### config.mk
export PLATFORM = sky130hd
export DESIGN_NAME = bloom_filter_unit
export DESIGN_NICKNAME = d
export VERILOG_FILES = /design/src/rtl/bloom_filter_unit.sv
export SDC_FILE = /design/constraint.sdc
export NUM_CORES = 2
export LEC_CHECK = 0
export CORE_ASPECT_RATIO = 0.5
export CORE_MARGIN = 1
export CORE_UTILIZATION = 45
export DETAILED_ROUTE_END_ITERATION = 6
export PLACE_DENSITY = 0.67
export SETUP_SLACK_MARGIN = 0.1
export SLEW_MARGIN = 20
export SYNTH_ARGS = -nofsm -noshare
export SYNTH_HDL_FRONTEND = slang
export SYNTH_SLANG_ARGS = --single-unit
### constraint.sdc
create_clock -name clk -period 18.9 [get_ports clk]
set_input_delay 3.78 -clock clk [delete_from_list [all_inputs] [get_ports clk]]
set_output_delay 3.78 -clock clk [all_outputs]
set_load 0.05 [all_outputs]
### src/rtl/bloom_filter_unit.sv
// ============================================================================
// Module   : bloom_filter_unit
// Brief    : Bloom-filter responder for custom INSERT/CHECK/CLEAR ops.
//            Optional saturating stats counters under `BLOOM_STATS_EN.
// Revision : 1.0
// ============================================================================
`default_nettype none

module bloom_filter_unit #(
  parameter int M_BITS = 256,
  parameter int K_HASH = 3,
  parameter int DATA_W = 32
) (
  input  logic              clk,
  input  logic              rst,
  input  logic              req_valid_i,
  output logic              req_ready_o,
  input  logic [1:0]        req_op_i,
  input  logic [DATA_W-1:0] req_data_i,
  output logic              resp_valid_o,
  output logic              resp_match_o,
  output logic              busy_o,
  output logic [15:0]       stat_ins_o,
  output logic [15:0]       stat_hit_o
);

  localparam int IDX_W  = $clog2(M_BITS);
  localparam int NWORDS = M_BITS / 32;
  localparam int WCNT_W = (NWORDS > 1) ? $clog2(NWORDS) : 1;

  localparam logic [31:0]       C_GOLDEN = 32'h9E3779B1;
  localparam logic [3:0][31:0]  C_SEEDS  = {32'h1B873593, 32'hCC9E2D51,
                                            32'h5BD1E995, 32'h00000000};
  localparam logic [1:0] C_OP_NOP    = 2'b00;
  localparam logic [1:0] C_OP_INSERT = 2'b01;
  localparam logic [1:0] C_OP_CHECK  = 2'b10;
  localparam logic [1:0] C_OP_CLEAR  = 2'b11;

  typedef enum logic [1:0] {
    S_IDLE   = 2'd0,
    S_LOOKUP = 2'd1,
    S_CLEAR  = 2'd2
  } state_t;

  state_t              r_state;
  state_t              w_next;
  logic [M_BITS-1:0]   r_array;
  logic [1:0]          r_op;
  logic [DATA_W-1:0]   r_data;
  logic [WCNT_W-1:0]   r_wcnt;
  logic                r_resp_valid;
  logic                r_resp_match;

  logic                w_accept;
  logic                w_last_word;
  logic [31:0]         w_key;
  logic [K_HASH-1:0][IDX_W-1:0] w_idx;
  logic [K_HASH-1:0]   w_hit;
  logic                w_match;

  assign w_accept    = req_valid_i && (r_state == S_IDLE);
  assign w_last_word = (r_wcnt == WCNT_W'(NWORDS - 1));

  generate
    if (DATA_W >= 32) begin : g_key_trunc
      assign w_key = r_data[31:0];
    end else begin : g_key_ext
      assign w_key = {{(32-DATA_W){1'b0}}, r_data};
    end
  endgenerate

  // Multiplicative hash: top IDX_W bits of the 32-bit product index the array.
  generate
    for (genvar gi = 0; gi < K_HASH; gi++) begin : g_hash
      logic [31:0] w_prod;
      assign w_prod     = (w_key ^ C_SEEDS[gi]) * C_GOLDEN;
      assign w_idx[gi]  = w_prod[31 -: IDX_W];
      assign w_hit[gi]  = r_array[w_idx[gi]];
    end
  endgenerate

  assign w_match = &w_hit;

  always_ff @(posedge clk) begin
    if (rst) r_state <= S_IDLE;
    else     r_state <= w_next;
  end

  always_comb begin
    w_next = r_state;
    case (r_state)
      S_IDLE: begin
        if (w_accept) w_next = (req_op_i == C_OP_CLEAR) ? S_CLEAR : S_LOOKUP;
      end
      S_LOOKUP: w_next = S_IDLE;
      S_CLEAR:  if (w_last_word) w_next = S_IDLE;
      default:  w_next = S_IDLE;
    endcase
  end

  always_ff @(posedge clk) begin
    if (rst) begin
      r_array      <= '0;
      r_op         <= C_OP_NOP;
      r_data       <= '0;
      r_wcnt       <= '0;
      r_resp_valid <= 1'b0;
      r_resp_match <= 1'b0;
    end else begin
      r_resp_valid <= 1'b0;
      if (w_accept) begin
        r_op   <= req_op_i;
        r_data <= req_data_i;
        r_wcnt <= '0;
      end
      case (r_state)
        S_LOOKUP: begin
          r_resp_valid <= 1'b1;
          r_resp_match <= ((r_op == C_OP_INSERT) || (r_op == C_OP_CHECK)) ? w_match : 1'b0;
          if (r_op == C_OP_INSERT) begin
            for (int k = 0; k < K_HASH; k++) r_array[w_idx[k]] <= 1'b1;
          end
        end
        S_CLEAR: begin
          r_array[{r_wcnt, 5'b00000} +: 32] <= 32'h0;
          r_wcnt <= r_wcnt + 1'b1;
          if (w_last_word) begin
            r_resp_valid <= 1'b1;
            r_resp_match <= 1'b0;
          end
        end
        default: ;
      endcase
    end
  end

`ifdef BLOOM_STATS_EN
  logic [15:0] r_stat_ins;
  logic [15:0] r_stat_hit;

  always_ff @(posedge clk) begin
    if (rst || (w_accept && (req_op_i == C_OP_CLEAR))) begin
      r_stat_ins <= 16'h0;
      r_stat_hit <= 16'h0;
    end else if (r_state == S_LOOKUP) begin
      if ((r_op == C_OP_INSERT) && (r_stat_ins != 16'hFFFF))
        r_stat_ins <= r_stat_ins + 16'h1;
      if ((r_op == C_OP_CHECK) && w_match && (r_stat_hit != 16'hFFFF))
        r_stat_hit <= r_stat_hit + 16'h1;
    end
  end

  assign stat_ins_o = r_stat_ins;
  assign stat_hit_o = r_stat_hit;
`else
  assign stat_ins_o = 16'h0;
  assign stat_hit_o = 16'h0;
`endif

  assign req_ready_o  = (r_state == S_IDLE);
  assign busy_o       = (r_state != S_IDLE);
  assign resp_valid_o = r_resp_valid;
  assign resp_match_o = r_resp_match;

endmodule

`default_nettype wire

==> results.yml <==
route:
  firstDrtPassIters: 7
  vias: 40900
  vias_per_cell: 6.48
  wirelength_mm: 184
  antenna_left: 0
  routedWlPerCell_um: 29.1
  route.detailed.drc: 6
  drt_iter0_drc: 6290
critical_path:
  crit_path_end_kind: "flip-flop"
  cp_slowest_stage_delay_ns: 1.10
  required_ns: 19.40
  crit_family: "adder cells"
  worstPathArrival_ns: 12.39
  cp-start-kind: "flip-flop"
  crit_buf_inv: 7
  crit_path_frequent_cell: "fa_1"
  worst-path-max-fanout: 28
  cpMaxStageDelayCell: "a311oi_4"
  path_class: "reg2reg"
clocking:
  cts_tree: "yes"
  cts_setup_buffers: 0
  clockBufferDepth: 3
  clockRootBuffer: "clkbuf_16"
  clk_latency_ns: 0.61
  ctsHoldBuffers: 0
  cts_sinks: 297
  cts_max_level: 2
  clkSlewWorstSetupHoldPaths_ns: 0.06
  post_cts_resize_count: 0
  cts_made_buffers: 38
cells_and_area:
  nets: 6073
  layoutNonFillerInstCount: 6306
  fill_cells: 9355
  syn2layout_area_growth_pct: 7.88
  drive_above_1_share_pct: 8.73
  multiInputGateArea_um2: 35300
  regArea_um2: 5950
logic_synthesis:
  synthTopCellsByCount: "inv_1 (894), a21oi_1 (607), fa_1 (600), ha_1 (505), nand2_1 (424)"
  seq_area_frac_synth_pct: 13.1
  synth_top_area_cell: "fa_1"
  synth.distinct_cells: 79
  synth.ff_latch_count: 297
  ys.flop_type: "dfxtp_1"
  ys_warn_count: 0
  synth_edf_count: 0
  synthTopCellsByArea: "fa_1 (26%), ha_1 (14%), dfxtp_1 (13%)"
  synth_cells: 5020
  synthMostInstantiatedCell: "inv_1"
  async_reset_ff_share_pct: 0
  syn_area_per_cell_um2: 9.06
  synth_area_um2: 45500
  synth_top_area_share_pct: 26.4
timing:
  fin_crit_ns: 11.89
  setup_slack_ns: 7.01
  worst_pin_slew_ns: 1.33
  hold_viol: 0
  fin_skew_ns: 0.0453
  rsz0062_at_grt: "false"
  whs_ns: 0.466
  setup_viol: 0
  finalCritPeriodShare_pct: 62.9
  fmax_ghz: 0.0841
  final_max_slew_viol_count: 0
  setup-tns-final_ns: 0
  slew_headroom_pct: 11.0
place:
  place_ws_ns: 7.39
  hpwl_mm: 133
  place.gp.congestion: 1.05
  portBuffers: 40
  dpl.cell_count: 6227
floorplan:
  dieArea_um2: 102000
  rows: 82
  die_w_um: 452
  ios: 73
  start_util_pct: 45.4
  fp.coreArea_um2: 100000
  die_h_um: 227
grt:
  grt_pass1_wl_mm: 269
  overflow: 0
  grt_max_degree: 189
  grt_pass1_vias: 40000
  grt_usage_pct: 35.8
  antenna_found_initial: 6
worst_hold_path:
  min_path_type: "reg2reg"
outcome:
  violations: "DRC"
  status: "finished with violations"
job:
  cap_violations: 0
## state kept, by name, indices dropped and copies added (netlist names)
register and count:
resp_valid_o 1, r_state 2, r_data 32, r_array 256
r_wcnt 3, resp_match_o 1, r_op 2
## cells by family (layout without fill, tap and decap cells)
family | after synthesis | in the layout | synth area share [%]
multiplexers | 172 | 172 | 7.69
adder cells (fa/ha/maj) | 1105 | 1105 | 40.3
flip-flops | 297 | 297 | 13.1
AO/OA/AOI/OAI | 1243 | 1243 | 17.3
other | 1 | 34 | 0.00824
XOR/XNOR | 103 | 103 | 2.12
buffers and inverters | 1218 | 1127 | 10.7
AND/OR/NAND/NOR | 881 | 881 | 8.84
## layer usage
metal / vias to the layer above / wire length, um / global-route usage, %
met4: 6 / 14000 / 21.9
met5: - / 82 / 0.426
met3: 818 / 24800 / 12.1
li1: 17000 / - / -
met1: 20000 / 67700 / 45.1
met2: 3091 / 77200 / 53.0
## worst paths after layout
check	startpoint	to	slack, ns	cells past startpoint
min	r_op[1]	r_op[1]	0.47	2
max	r_data[9]	r_array[96]	7.01	25
min reg2reg	r_op[1]	r_op[1]	0.47	2
max reg2reg	r_data[9]	r_array[96]	7.01	25
## cell usage in the layout (no fill, tap or decap), drive strengths merged, types with 10 or more instances in the layout
cell type / count
o211ai: 14
ha: 505
a221o: 33
mux4: 141
clkbuf: 53
mux2i: 28
conb: 32
and3: 18
nor3: 193
nand3: 75
dfxtp: 297
clkdlybuf4s50: 39
o21ai: 130
a311oi: 14
a22oi: 49
fa: 600
xor2: 17
a31oi: 10
buf: 125
nor2: 91
a211oi: 140
nand2: 424
nand4: 15
and2: 14
inv: 897
a221oi: 146
a21oi: 608
xnor2: 83
a21o: 17
## metrics by stage
stage | util, % | area [um2]
global route | 49.0 | 49100
floorplan | - | 45600
CTS | 48.8 | 48900
global placement | 47.5 | 47600
detailed placement | 47.5 | 47600
finish | 49.0 | 49100
## layout make-up
class / count / share of cell area (%)
flip-flops and latches: 297 / 12.1
repair buffers: 164 / 2.97
well taps: 1344 / 3.43
inverters: 894 / 6.84
clock inverters: 16 / 0.461
multi-input cells: 3536 / 72.0
diodes: 2 / 0.0102
clock buffers: 53 / 2.22
## worst min-delay path, cell delays in order (launching register included)
cell and delay [ns]:
dfxtp_1 0.31, nand2_1 0.05, a21oi_1 0.05
Power is not shown: default switching activity piles up to over one toggle a cycle in this logic, so the estimate is an artifact.
